$ cat src/rtl/aclk_keypad_scanner.sv
`default_nettype none
// ============================================================================
//  Module      : aclk_keypad_scanner
//  Description : 4x4 active-low matrix keypad scanner with debounce, key-code
//                decode, 4-digit BCD key buffer and command-key strobes.
//  Revision    : 1.0  initial release
// ============================================================================
module aclk_keypad_scanner #(
  parameter int SCAN_DIV     = 16,
  parameter int DEBOUNCE_CNT = 4
) (
  input  logic       clk,
  input  logic       reset_n,
  output logic [3:0] row_n,
  input  logic [3:0] col_n,
  output logic       key_valid,
  output logic [3:0] key_code,
  output logic [3:0] key_ms_hr,
  output logic [3:0] key_ls_hr,
  output logic [3:0] key_ms_min,
  output logic [3:0] key_ls_min,
  output logic       alarm_button,
  output logic       time_button
);

  localparam int c_STEP_W = $clog2(SCAN_DIV);
  localparam int c_CNT_W  = $clog2(DEBOUNCE_CNT + 1);

  localparam logic [c_STEP_W-1:0] c_STEP_LAST = c_STEP_W'(SCAN_DIV - 1);
  localparam logic [c_STEP_W-1:0] c_STEP_ONE  = c_STEP_W'(1);
  localparam logic [c_CNT_W-1:0]  c_CNT_ONE   = c_CNT_W'(1);
  localparam logic [c_CNT_W-1:0]  c_DEB_TGT   = c_CNT_W'(DEBOUNCE_CNT);

  localparam logic [1:0] c_ST_SCAN     = 2'd0;
  localparam logic [1:0] c_ST_DEBOUNCE = 2'd1;
  localparam logic [1:0] c_ST_RELEASE  = 2'd2;

  logic [3:0]          r_col_meta, r_col_sync;
  logic [c_STEP_W-1:0] r_step;
  logic [1:0]          r_state, w_state_nxt;
  logic [1:0]          r_row_idx, w_row_idx_nxt;
  logic [1:0]          r_col_idx, w_col_idx_nxt;
  logic [c_CNT_W-1:0]  r_cnt, w_cnt_nxt, w_cnt_inc;
  logic [3:0]          r_row_n;
  logic                w_sample;
  logic [3:0]          w_col_low;
  logic                w_col_one;
  logic [1:0]          w_col_hit;
  logic                w_accept;
  logic [3:0]          w_key_code;
  logic [15:0]         r_buf, w_buf_nxt;
  logic                r_key_valid, r_alarm, r_time;
  logic [3:0]          r_key_code;

  function automatic logic [3:0] f_key_map(input logic [1:0] row, input logic [1:0] col);
    logic [3:0] code;
    case ({row, col})
      4'h0: code = 4'h1;  4'h1: code = 4'h2;  4'h2: code = 4'h3;  4'h3: code = 4'hA;
      4'h4: code = 4'h4;  4'h5: code = 4'h5;  4'h6: code = 4'h6;  4'h7: code = 4'hB;
      4'h8: code = 4'h7;  4'h9: code = 4'h8;  4'hA: code = 4'h9;  4'hB: code = 4'hC;
      4'hC: code = 4'hE;  4'hD: code = 4'h0;  4'hE: code = 4'hF;  default: code = 4'hD;
    endcase
    return code;
  endfunction

  assign w_sample  = (r_step == c_STEP_LAST);
  assign w_col_low = ~r_col_sync;
  assign w_cnt_inc = r_cnt + c_CNT_ONE;

  // A press counts only when exactly one column is pulled low.
  always_comb begin
    w_col_one = 1'b1;
    w_col_hit = 2'd0;
    case (w_col_low)
      4'b0001: w_col_hit = 2'd0;
      4'b0010: w_col_hit = 2'd1;
      4'b0100: w_col_hit = 2'd2;
      4'b1000: w_col_hit = 2'd3;
      default: w_col_one = 1'b0;
    endcase
  end

  always_ff @(posedge clk or negedge reset_n) begin
    if (!reset_n) begin
      r_col_meta <= 4'hF;
      r_col_sync <= 4'hF;
      r_step     <= '0;
      r_state    <= c_ST_SCAN;
      r_row_idx  <= 2'd0;
      r_col_idx  <= 2'd0;
      r_cnt      <= '0;
      r_row_n    <= 4'b1110;
    end else begin
      r_col_meta <= col_n;
      r_col_sync <= r_col_meta;
      r_step     <= w_sample ? '0 : r_step + c_STEP_ONE;
      r_state    <= w_state_nxt;
      r_row_idx  <= w_row_idx_nxt;
      r_col_idx  <= w_col_idx_nxt;
      r_cnt      <= w_cnt_nxt;
      r_row_n    <= ~(4'b0001 << w_row_idx_nxt);
    end
  end

  always_comb begin
    w_state_nxt   = r_state;
    w_row_idx_nxt = r_row_idx;
    w_col_idx_nxt = r_col_idx;
    w_cnt_nxt     = r_cnt;
    if (w_sample) begin
      case (r_state)
        c_ST_SCAN: begin
          if (w_col_one) begin
            w_col_idx_nxt = w_col_hit;
            if (w_accept) begin
              w_state_nxt = c_ST_RELEASE;
              w_cnt_nxt   = '0;
            end else begin
              w_state_nxt = c_ST_DEBOUNCE;
              w_cnt_nxt   = c_CNT_ONE;
            end
          end else begin
            w_row_idx_nxt = r_row_idx + 2'd1;
          end
        end
        c_ST_DEBOUNCE: begin
          if (w_col_one && (w_col_hit == r_col_idx)) begin
            if (w_accept) begin
              w_state_nxt = c_ST_RELEASE;
              w_cnt_nxt   = '0;
            end else begin
              w_cnt_nxt = w_cnt_inc;
            end
          end else begin
            w_state_nxt   = c_ST_SCAN;
            w_row_idx_nxt = r_row_idx + 2'd1;
            w_cnt_nxt     = '0;
          end
        end
        c_ST_RELEASE: begin
          if (r_col_sync == 4'hF) begin
            if (w_cnt_inc == c_DEB_TGT) begin
              w_state_nxt   = c_ST_SCAN;
              w_row_idx_nxt = r_row_idx + 2'd1;
              w_cnt_nxt     = '0;
            end else begin
              w_cnt_nxt = w_cnt_inc;
            end
          end else begin
            w_cnt_nxt = '0;
          end
        end
        default: begin
          w_state_nxt = c_ST_SCAN;
          w_cnt_nxt   = '0;
        end
      endcase
    end
  end

  // With a debounce target of one the entering sample is already the accept.
  always_comb begin
    w_accept   = 1'b0;
    w_key_code = f_key_map(r_row_idx, w_col_hit);
    w_buf_nxt  = r_buf;
    if (w_sample && w_col_one) begin
      if (r_state == c_ST_SCAN)
        w_accept = (c_DEB_TGT == c_CNT_ONE);
      else if (r_state == c_ST_DEBOUNCE)
        w_accept = (w_col_hit == r_col_idx) && (w_cnt_inc == c_DEB_TGT);
    end
    if (w_accept) begin
      if (w_key_code <= 4'd9)
        w_buf_nxt = {r_buf[11:0], w_key_code};
      else if (w_key_code == 4'hC)
        w_buf_nxt = '0;
    end
  end

  always_ff @(posedge clk or negedge reset_n) begin
    if (!reset_n) begin
      r_key_valid <= 1'b0;
      r_alarm     <= 1'b0;
      r_time      <= 1'b0;
      r_key_code  <= 4'hF;
      r_buf       <= '0;
    end else begin
      r_key_valid <= w_accept;
      r_alarm     <= w_accept && (w_key_code == 4'hA);
      r_time      <= w_accept && (w_key_code == 4'hB);
      if (w_accept)
        r_key_code <= w_key_code;
      r_buf <= w_buf_nxt;
    end
  end

  assign row_n        = r_row_n;
  assign key_valid    = r_key_valid;
  assign key_code     = r_key_code;
  assign key_ms_hr    = r_buf[15:12];
  assign key_ls_hr    = r_buf[11:8];
  assign key_ms_min   = r_buf[7:4];
  assign key_ls_min   = r_buf[3:0];
  assign alarm_button = r_alarm;
  assign time_button  = r_time;

endmodule
`default_nettype wire

$ cat config.mk
export PLATFORM = sky130hd
export DESIGN_NAME = aclk_keypad_scanner
export DESIGN_NICKNAME = d
export VERILOG_FILES = /design/src/rtl/aclk_keypad_scanner.sv
export SDC_FILE = /design/constraint.sdc
export NUM_CORES = 1
export LEC_CHECK = 0
export CAP_MARGIN = 10
export CORE_ASPECT_RATIO = 0.8
export CORE_MARGIN = 4
export CORE_UTILIZATION = 35
export DETAILED_ROUTE_END_ITERATION = 16
export GPL_TIMING_DRIVEN = 0
export HOLD_SLACK_MARGIN = 0.03
export PLACE_DENSITY_LB_ADDON = 0.25
export SLEW_MARGIN = 20
export SYNTH_ARGS = -nofsm -noshare
export SYNTH_HDL_FRONTEND = slang
export SYNTH_SLANG_ARGS = --single-unit
$ cat constraint.sdc
create_clock -name clk -period 2.94 [get_ports clk]
set_input_delay 0.735 -clock clk [delete_from_list [all_inputs] [get_ports clk]]
set_output_delay 0.735 -clock clk [all_outputs]
set_load 0.01 [all_outputs]
==> impl_metrics.csv, run 1 <==
group,metric,value,unit
status,outcome,"finished clean",
cts,cts_hold_repair.buffers,0,
global_route,grt_pass1_vias,1552,
placed_design,hpwlAfterDp,3.40,mm
detailed_routing,detailroute.via_count,1701,
pwr,vdd_drop_max,0.176,mV
worst_setup_path,cp_max_stage_delay,0.55,ns
cts,clock-root-buffer,"sky130_fd_sc_hd__clkbuf_8",
worst_setup_path,end_kind,"flip-flop",
worst_setup_path,worst_ep_arrival_time,3.01,ns
sta,slew-limit-headroom,68.7,%
cts,clock_tree.buffer_depth,2,
detailed_routing,drtIter0Drc,72,
synthesis,synth_enable_flop_cells,0,
synthesis,synth_area,0.00237,mm^2
placed_design,gpl.final_weighted_congestion,0.814,
synthesis,average_footprint_of_a_synthesized_cell,11.2,um^2
run,drv_cap,0,
placed_design,portBuffers,32,
cts,path_clk_slew,0.10,ns
cts,cts_setup_buffers,0,
pwr,pwr_density_cell,484,mW/mm^2
sta,unrepaired_setup_endpoints_after_global_routing,"false",
detailed_routing,drc,0,
cts,cts_made_buffers,5,
detailed_routing,finalWirelength,4.58,mm
global_route,global_routing_usage_summed_across_all_routing_layers,12.1,%
global_route,first_pass_grt_wire_length,7.80,mm
sta,timing.final.hold_violations,0,
cts,tritoncts,"built",
worst_setup_path,critPathLaunchType,"flip-flop",
global_route,globalRouteOverflowTotal,0,
die,die-height,81.5,um
cts,worst_skew_pair.late_latency,0.31,ns
synthesis,ys_types,57,
synthesis,synth-warning-count,0,
synthesis,post-synth-top-area-fraction,34.9,%
worst_setup_path,critical_path_peak_fanout,10,
worst_setup_path,critical_path.slowest_cell,"sky130_fd_sc_hd__dfstp_2",
detailed_routing,drt_first_pass_iters,4,
synthesis,syn_nets,225,
die,die_area,0.00815,mm^2
cells_and_area,area_growth,23.6,%
synthesis,yosys_register_bits,48,
die,floorplan.initialDensity,36.5,%
sta,whs,0.356,ns
global_route,antenna_violations_before_repair,0,
die,floorplan.die.width,99.9,um
sta,slew_of_the_pin_with_the_lowest_slew_margin,0.467,ns
synthesis,most_common_library_cells_after_synthesis,"33 x sky130_fd_sc_hd__dfrtp_1, 16 x sky130_fd_sc_hd__nand2_1, 15 x sky130_fd_sc_hd__dfstp_2, 14 x sky130_fd_sc_hd__nor2_1, 13 x sky130_fd_sc_hd__a22o_1",
placed_design,placement.setup.worst_slack,-0.00536,ns
synthesis,yosys_top_cell_by_area,"sky130_fd_sc_hd__dfrtp_1",
cells_and_area,number_of_nets_at_the_end_of_the_flow,265,
die,core_region_area,0.00647,mm^2
synthesis,dominant_cells_by_area_after_synthesis,"sky130_fd_sc_hd__dfrtp_1 35%, sky130_fd_sc_hd__dfstp_2 17%, sky130_fd_sc_hd__a22o_1 4.8%, sky130_fd_sc_hd__ha_1 4.2%, sky130_fd_sc_hd__nand2_1 2.5%",
die,io_pins,33,
pwr,leakage,0.00123,uW
cells_and_area,antenna_cells,0,
sta,final_max_slew_viol_count,0,
worst_setup_path,setup.worst_path.class,"flip-flop to flip-flop",
detailed_routing,route.detailed.vias_per_inst,5.06,
cts,cts_max_level,2,
synthesis,synthesis.instances,211,
sta,final_period_minus_worst_setup_slack,2.81,ns
synthesis,synth_most_common_cell,"sky130_fd_sc_hd__dfrtp_1",
die,placement_rows,26,
worst_setup_path,cp_cell_sequence,"buf_2, xor2_1, and3_1, inv_1, ha_1, or2_2, a21oi_2, a31oi_4, a31o_2, buf_4, a22o_1",
worst_setup_path,cp_data_required_time,3.14,ns
synthesis,asyncSetResetFlopFracSynth,100,%
sta,finalSetupTns,0,ns
cells_and_area,final_core_utilization,45.2,%
sta,finalCritPeriodShare,95.5,%
detailed_routing,detail_route.wl_per_cell,13.6,um
sta,max_freq,356,MHz
synthesis,seq_total_area_yosys,51.6,%
synthesis,yosys_most_used_dff,"sky130_fd_sc_hd__dfrtp_1",
detailed_routing,ant_nets,0,
sta,finalWorstSetupSlack,0.131,ns
global_route,grt_start_max_net_pins,30,
cts,cts.sink_count,48,
sta,timing.final.setup_violations,0,
cells_and_area,drive_above_1_share,21.0,%
sta,clock-skew-final,0.0149,ns
min_path,min-delay-path-class,"input pin to asynchronous set/reset pin",
[through the flow]
| stage | power, uW | std cells | instance area (um^2) |
|---|---|---|---|
| finish | 1420 | 336 | 2920 |
| global route | 1510 | 336 | 2920 |
| CTS | 1430 | 336 | 2910 |
| detailed placement | 1020 | 328 | 2810 |
| global placement | 1020 | 327 | 2790 |
| floorplan | 930 | 211 | 2370 |
[cells in the final DEF (no fill, tap or decap), types with 5 or more instances in the layout]
cell,instances
sky130_fd_sc_hd__nand2b_1,5
sky130_fd_sc_hd__dfstp_2,15
sky130_fd_sc_hd__clkdlybuf4s50_1,31
sky130_fd_sc_hd__inv_1,6
sky130_fd_sc_hd__clkbuf_8,5
sky130_fd_sc_hd__o21ai_0,6
sky130_fd_sc_hd__a22o_1,13
sky130_fd_sc_hd__a21oi_1,8
sky130_fd_sc_hd__ha_1,8
sky130_fd_sc_hd__nand2_1,16
sky130_fd_sc_hd__nor2_1,14
sky130_fd_sc_hd__buf_2,6
sky130_fd_sc_hd__dfrtp_1,33
[cell families (layout without fill, tap and decap cells)]
group | count (synthesis) | in the layout | synth area share, %
xor+xnor | 5 | 5 | 1.85
fa+ha+maj | 8 | 8 | 4.23
simple gates | 69 | 69 | 15.8
mux | 6 | 6 | 2.86
compound gates | 58 | 58 | 19.8
buf+inv | 17 | 58 | 3.91
flops | 48 | 48 | 51.6
[worst max-delay path, delay by kind of cell, from the launching register on]
family	cells	cell delay (ns)
flip-flops	1	0.55
AO/OA/AOI/OAI	4	0.75
AND/OR/NAND/NOR	2	0.54
adder cells (fa/ha/maj)	1	0.21
buffers and inverters	3	0.49
XOR/XNOR	1	0.15
[worst paths after layout]
| kind | cells after the start | end | slack, ns | start |
|---|---|---|---|---|
| max reg2reg | 11 | r_buf[7] | 0.13 | r_col_sync[1] |
| min in group clk | 0 | r_col_sync[3] | 0.36 | r_col_meta[3] |
| min | 1 | r_buf[15] | 0.36 | reset_n |
| min reg2reg | 0 | r_col_sync[3] | 0.36 | r_col_meta[3] |
| max | 11 | r_buf[7] | 0.13 | r_col_sync[1] |
| max in group asynchronous | 2 | r_col_meta[3] | 1.99 | reset_n |
[report_power, final]
part	internal [uW]	switching, uW
clock network	169	224
registers	706	24.3
logic	128	165
[sequential cells by signal (all words and copies together) (netlist names)]
name and count:
r_col_idx 2, r_col_sync 4, r_buf 16, row_n 4, key_valid 1, alarm_button 1, r_step 4, r_col_meta 4
r_cnt 3, r_state 2, key_code 4, r_row_idx 2, time_button 1
[routing by layer]
layer  vias up  GRT usage [%]  routed length [um]
met1       816           17.8                2370
met4         0           3.27                  58
li1        845              -                   -
met2        33           17.7                1960
met5         -              0                   0
met3         7           3.06                 198
[timing repair]
action,4_1_cts,5_1_grt
setup endpoints to repair,10,10
gates resized for setup,1,3
cloned,0,0
[area by class of cell]
class	count	area [um^2]
sequential	48	1220
timing repair buffer	33	335
clock inverter	3	23.8
inverter	6	22.5
fill	610	3550
tap	84	105
clock buffer	5	68.8
buffer	11	70.1
multi-input combinational	146	1080
No activity file was read; power rests on OpenSTA's default activity.
==> run 2: changes to the inputs <==
- clock period: 2.94 -> 3.6 ns (I/O delays scaled with it)
==> run 2 against run 1 <==
  * Critical path depth grew 1
  * Core utilization shrank 0.39 points
  * Register-to-register slack improved by 0.48 ns
  * Sequential share of layout area rose by 0.36 points
  * Setup slack improved by 0.48 ns
  * Count of clock-buffer cells in the layout unchanged
  * Combinational power shrank 23%
  * Clock power shrank 18%
  * Non-clock buffer count stayed put
  * Clock skew grew 0.0022 ns
  * Via count is 1.4% lower
  * Die area unchanged
  * Critical endpoint unchanged
  * Largest power group unchanged
  * Highest routed layer unchanged
==> impl_metrics.csv, run 2 (synthesis gave the netlist of run 1 again) <==
group,metric,value,unit
cells_and_area,area_growth,22.5,%
cts,clock-root-buffer,"sky130_fd_sc_hd__clkbuf_8",
pwr,switching_power_share_of_the_total,29.0,%
worst_setup_path,critical_path_peak_fanout,10,
die,core_region_area,0.00647,mm^2
worst_setup_path,rr_endpoint,"r_buf[7]",
cells_and_area,area.sequential,0.00122,mm^2
cells_and_area,largest-register,"r_buf",
worst_setup_path,end_kind,"flip-flop",
die,floorplan.initialDensity,36.5,%
pwr,p_int,814,uW
die,die-height,81.5,um
status,outcome,"finished clean",
global_route,globalRouteOverflowTotal,0,
placed_design,portBuffers,32,
global_route,first_pass_grt_wire_length,7.78,mm
global_route,global_routing_usage_summed_across_all_routing_layers,12.1,%
cells_and_area,multi_input_area,0.00105,mm^2
sta,finalCritPeriodShare,83.0,%
worst_setup_path,worst_ep_arrival_time,3.24,ns
pwr,share_comb_of_total_power,19.8,%
pwr,switching_power,332,uW
sta,timing.final.hold_violations,0,
detailed_routing,detail_route.wl_per_cell,13.6,um
global_route,grt_start_max_net_pins,30,
worst_setup_path,cp_cell_sequence,"buf_2, xor2_1, and3_1, inv_1, ha_1, or2_2, a21oi_1, a31oi_4, nand2_2, a2bb2oi_1, buf_6, a22o_1",
cts,postCtsResizedCells,0,
cells_and_area,most_common_library_cell_in_the_layout_ignoring_fill_and_taps,"sky130_fd_sc_hd__dfrtp_1",
pwr,pwr_density_cell,395,mW/mm^2
cells_and_area,num-fill-cells,609,
detailed_routing,drtIter0Drc,95,
sta,clock-skew-final,0.0171,ns
placed_design,hpwlAfterDp,3.40,mm
cts,cts_setup_buffers,0,
die,floorplan.die.width,99.9,um
worst_setup_path,cpLargestDelayFamily,"compound AO/OA/AOI/OAI gates",
detailed_routing,drc,0,
pwr,vdd_drop_max,0.143,mV
sta,slew_of_the_pin_with_the_lowest_slew_margin,0.528,ns
placed_design,numPlacedInstances,328,
detailed_routing,detailroute.via_count,1678,
cts,cts_hold_repair.buffers,0,
global_route,grt_pass1_vias,1548,
worst_setup_path,cp_data_required_time,3.85,ns
sta,max_freq,335,MHz
cts,clock_tree.buffer_depth,2,
worst_setup_path,critical_path.n_buffers_inverters,3,
min_path,worst_hold_path_ep,"r_col_sync[3]",
run,drv_cap,0,
min_path,min-delay-start,"r_col_meta[3]",
detailed_routing,ant_nets,0,
worst_setup_path,critical_path.slowest_cell,"sky130_fd_sc_hd__dfstp_2",
cells_and_area,number_of_nets_at_the_end_of_the_flow,265,
worst_setup_path,timing.rr.start,"r_col_sync[1]",
worst_setup_path,critical_path.startpoint,"r_col_sync[1]",
worst_setup_path,rrSetupSlack,0.61,ns
cells_and_area,antenna_cells,0,
cells_and_area,post-route-cell-area,0.00290,mm^2
cells_and_area,largest_register_ff_count,16,
cts,tritoncts,"built",
worst_setup_path,setup.worst_path.class,"flip-flop to flip-flop",
worst_setup_path,ff2ff_path_depth,12,
cells_and_area,most-common-layout-cells,"33 x sky130_fd_sc_hd__dfrtp_1, 31 x sky130_fd_sc_hd__clkdlybuf4s50_1, 16 x sky130_fd_sc_hd__nand2_1, 15 x sky130_fd_sc_hd__dfstp_2, 14 x sky130_fd_sc_hd__nor2_1",
sta,final_max_slew_viol_count,0,
cts,cts_max_level,2,
die,io_pins,33,
pwr,p_clk_share,28.2,%
placed_design,placed_area,0.00281,mm^2
cts,cts_made_buffers,5,
worst_setup_path,cp_max_stage_delay,0.55,ns
placed_design,gpl.final_weighted_congestion,0.814,
cells_and_area,drive_above_1_share,19.8,%
worst_setup_path,critPathLaunchType,"flip-flop",
cts,worst_skew_pair.late_latency,0.31,ns
sta,unrepaired_setup_endpoints_after_global_routing,"false",
cts,path_clk_slew,0.10,ns
pwr,leakage,0.00123,uW
detailed_routing,finalWirelength,4.56,mm
cts,cts.sink_count,48,
sta,finalSetupTns,0,ns
detailed_routing,route.detailed.vias_per_inst,4.99,
die,placement_rows,26,
sta,timing.final.setup_violations,0,
detailed_routing,drt_first_pass_iters,4,
pwr,power.share.sequential,52.0,%
die,die_area,0.00815,mm^2
cells_and_area,post_layout_nonfiller_instances,336,
sta,final_period_minus_worst_setup_slack,2.99,ns
min_path,hold_path_stages,0,
global_route,antenna_violations_before_repair,0,
sta,slew-limit-headroom,64.8,%
min_path,min-delay-path-class,"flip-flop to flip-flop",
run 2: cell counts in the layout (fill, tap and decap cells not counted):
No cell type changed its count.
run 2: final cells by class:
class	count	area share [%]
clock inverters	3	0.820
well taps	84	3.63
repair buffers	33	11.6
inverters	6	0.777
flip-flops and latches	48	42.1
multi-input cells	146	36.3
clock buffers	5	2.37
plain buffers	11	2.42
run 2: how the worst max path moves through the flow:
stage                           end  cells after the start  slack (ns)
after floorplan           r_buf[10]                     12        1.01
after global placement     r_cnt[0]                      1        0.30
after detailed placement   r_buf[7]                     12        0.65
after CTS                  r_buf[7]                     12        0.63
after global routing       r_buf[7]                     12        0.41
final                      r_buf[7]                     12        0.61
run 2: power groups by stage:
| stage | Combinational (uW) | Clock, uW | Sequential, uW |
|---|---|---|---|
| after floorplan | 151 | 0 | 609 |
| after global placement | 226 | 0 | 606 |
| after detailed placement | 229 | 0 | 606 |
| after CTS | 230 | 338 | 597 |
| after global routing | 254 | 363 | 602 |
| final | 227 | 323 | 596 |
run 2: metal layers:
| layer | vias to the layer above | share of wire, % | routed length [um] | GRT usage, % |
|---|---|---|---|---|
| li1 | 846 | - | - | - |
| met4 | 0 | 1.3 | 58 | 3.27 |
| met3 | 7 | 4.1 | 186 | 3.06 |
| met2 | 26 | 42 | 1920 | 17.6 |
| met1 | 799 | 53 | 2400 | 17.8 |
| met5 | - | 0 | 0 | 0 |
run 2: per-stage QoR:
stage | total power, uW | utilization [%] | setup slack [ns] | hold WS (ns)
after detailed placement | 835 | 43.4 | 0.655 | 0.347
after floorplan | 759 | - | 1.01 | 0.345
final | 1150 | 44.8 | 0.612 | 0.356
after global routing | 1220 | 44.8 | 0.405 | 0.364
after CTS | 1160 | 44.8 | 0.632 | 0.358
after global placement | 832 | 43.1 | 0.300 | 0.346
==> run 3: changes to the inputs <==
- clock period: 3.6 -> 3 ns (I/O delays scaled with it)
==> run 3 against run 2 <==
  * Fmax up 6.8%
  * Combinational power up 24%
  * Clock skew increased by 0.00097 ns
  * Core utilization up 0.21 points
  * Non-clock buffer count unchanged
  * Critical path depth shrank 1
  * Via count up 1.3%
  * Flip-flop and latch count unchanged
  * Sequential share of layout area decreased by 0.20 points
  * Hold slack improved by 0.00051 ns
  * Critical path type unchanged
==> impl_metrics.csv, run 3 (synthesis gave the netlist of run 1 again) <==
group,metric,value,unit
cts,cts_hold_repair.buffers,0,
placed_design,portBuffers,32,
cts,cts.sink_count,48,
detailed_routing,drc,0,
sta,final_max_slew_viol_count,0,
global_route,globalRouteOverflowTotal,0,
die,die_area,0.00815,mm^2
worst_setup_path,cp_cell_sequence,"buf_2, xor2_1, and3_1, inv_1, ha_1, or2_2, a21oi_2, a31oi_4, a31o_2, buf_4, a22o_1",
cells_and_area,final_core_utilization,45.0,%
sta,max_freq,357,MHz
detailed_routing,drt_first_pass_iters,4,
cts,clock-root-buffer,"sky130_fd_sc_hd__clkbuf_8",
worst_setup_path,critical_path.slowest_cell,"sky130_fd_sc_hd__dfstp_2",
pwr,vdd_drop_max,0.172,mV
detailed_routing,detailroute.via_count,1699,
cells_and_area,antenna_cells,0,
run,drv_cap,0,
cells_and_area,multi_input_area,0.00107,mm^2
cells_and_area,area.sequential,0.00122,mm^2
cts,cts_made_buffers,5,
cells_and_area,largest-register,"r_buf",
sta,unrepaired_setup_endpoints_after_global_routing,"false",
die,io_pins,33,
cts,tritoncts,"built",
cells_and_area,area_growth,23.1,%
global_route,first_pass_grt_wire_length,7.78,mm
cells_and_area,most-common-layout-cells,"33 x sky130_fd_sc_hd__dfrtp_1, 31 x sky130_fd_sc_hd__clkdlybuf4s50_1, 16 x sky130_fd_sc_hd__nand2_1, 15 x sky130_fd_sc_hd__dfstp_2, 14 x sky130_fd_sc_hd__nor2_1",
detailed_routing,ant_nets,0,
detailed_routing,wl_met1,2.35,mm
sta,finalCritPeriodShare,93.3,%
placed_design,placed_area,0.00281,mm^2
cells_and_area,most_common_library_cell_in_the_layout_ignoring_fill_and_taps,"sky130_fd_sc_hd__dfrtp_1",
detailed_routing,drtIter0Drc,68,
sta,clock-skew-final,0.0181,ns
cts,path_clk_slew,0.10,ns
cts,postCtsResizedCells,0,
cells_and_area,largest_register_ff_count,16,
die,die-height,81.5,um
cells_and_area,post_layout_nonfiller_instances,336,
die,core_region_area,0.00647,mm^2
sta,slew-limit-headroom,68.7,%
worst_setup_path,cp_data_required_time,3.20,ns
cts,clock_tree.buffer_depth,2,
sta,finalWorstSetupSlack,0.201,ns
status,outcome,"finished clean",
die,floorplan.die.width,99.9,um
global_route,global_routing_usage_summed_across_all_routing_layers,12.1,%
global_route,grt_pass1_vias,1548,
worst_setup_path,cp_max_stage_delay,0.55,ns
worst_setup_path,worst_ep_arrival_time,3.00,ns
detailed_routing,met2_length,1.97,mm
worst_setup_path,setup.worst_path.class,"flip-flop to flip-flop",
die,floorplan.initialDensity,36.5,%
global_route,grt_start_max_net_pins,30,
global_route,antenna_violations_before_repair,0,
die,placement_rows,26,
detailed_routing,detail_route.wl_per_cell,13.7,um
worst_setup_path,cpLargestDelayFamily,"compound AO/OA/AOI/OAI gates",
placed_design,placement.setup.worst_slack,0.0546,ns
cells_and_area,post-route-cell-area,0.00291,mm^2
sta,timing.final.hold_violations,0,
pwr,leakage,0.00123,uW
min_path,min-delay-path-class,"flip-flop to flip-flop",
worst_setup_path,critical_path.n_buffers_inverters,3,
cells_and_area,num-fill-cells,612,
sta,final_period_minus_worst_setup_slack,2.80,ns
cts,worst_skew_pair.late_latency,0.31,ns
detailed_routing,finalWirelength,4.60,mm
placed_design,gpl.final_weighted_congestion,0.814,
placed_design,numPlacedInstances,328,
worst_setup_path,critPathLaunchType,"flip-flop",
cts,cts_setup_buffers,0,
worst_setup_path,critical_path_peak_fanout,10,
pwr,p_total,1390,uW
detailed_routing,dr.max_layer_used,"met4",
cells_and_area,drive_above_1_share,21.0,%
cts,cts_max_level,2,
pwr,pwr_density_cell,476,mW/mm^2
detailed_routing,route.detailed.vias_per_inst,5.06,
detailed_routing,route.met3.wl,224,um
sta,slew_of_the_pin_with_the_lowest_slew_margin,0.467,ns
sta,timing.final.setup_violations,0,
cells_and_area,number_of_nets_at_the_end_of_the_flow,265,
worst_setup_path,end_kind,"flip-flop",
placed_design,hpwlAfterDp,3.40,mm
==> run 3: area by class of cell <==
| class | instances | area share [%] |
|---|---|---|
| multi-input combinational | 146 | 36.6 |
| buffer | 11 | 2.41 |
| sequential | 48 | 41.9 |
| tap | 84 | 3.61 |
| inverter | 6 | 0.773 |
| timing repair buffer | 33 | 11.5 |
| clock inverter | 3 | 0.816 |
| clock buffer | 5 | 2.36 |
==> run 3: path summary, 6_finish.rpt <==
| check | cells after the start | from | slack (ns) | to |
|---|---|---|---|---|
| max in group asynchronous | 2 | reset_n | 2.04 | r_col_meta[3] |
| min in group asynchronous | 1 | reset_n | 0.37 | r_buf[15] |
| setup reg to reg | 11 | r_col_sync[1] | 0.20 | r_buf[7] |
| setup / recovery | 11 | r_col_sync[1] | 0.20 | r_buf[7] |
| hold reg to reg | 0 | r_col_meta[3] | 0.36 | r_col_sync[3] |
| hold / removal | 0 | r_col_meta[3] | 0.36 | r_col_sync[3] |
==> run 3: metal layers <==
metal,GRT usage [%],vias up
li1,-,843
met5,0,-
met3,3.06,7
met1,17.8,816
met4,3.27,0
met2,17.6,33
==> run 3: where the power goes <==
part	switching [uW]	internal, uW
sequential	23.7	692
clock	223	165
combinational	159	123
==> run 3: per-stage QoR <==
| stage | setup TNS [ns] | hold WS [ns] |
|---|---|---|
| 2_1_floorplan | 0 | 0.345 |
| 3_3_place_gp | -4.78 | 0.346 |
| 3_5_place_dp | 0 | 0.347 |
| 4_1_cts | 0 | 0.358 |
| 5_1_grt | 0 | 0.364 |
| 6_report | 0 | 0.357 |
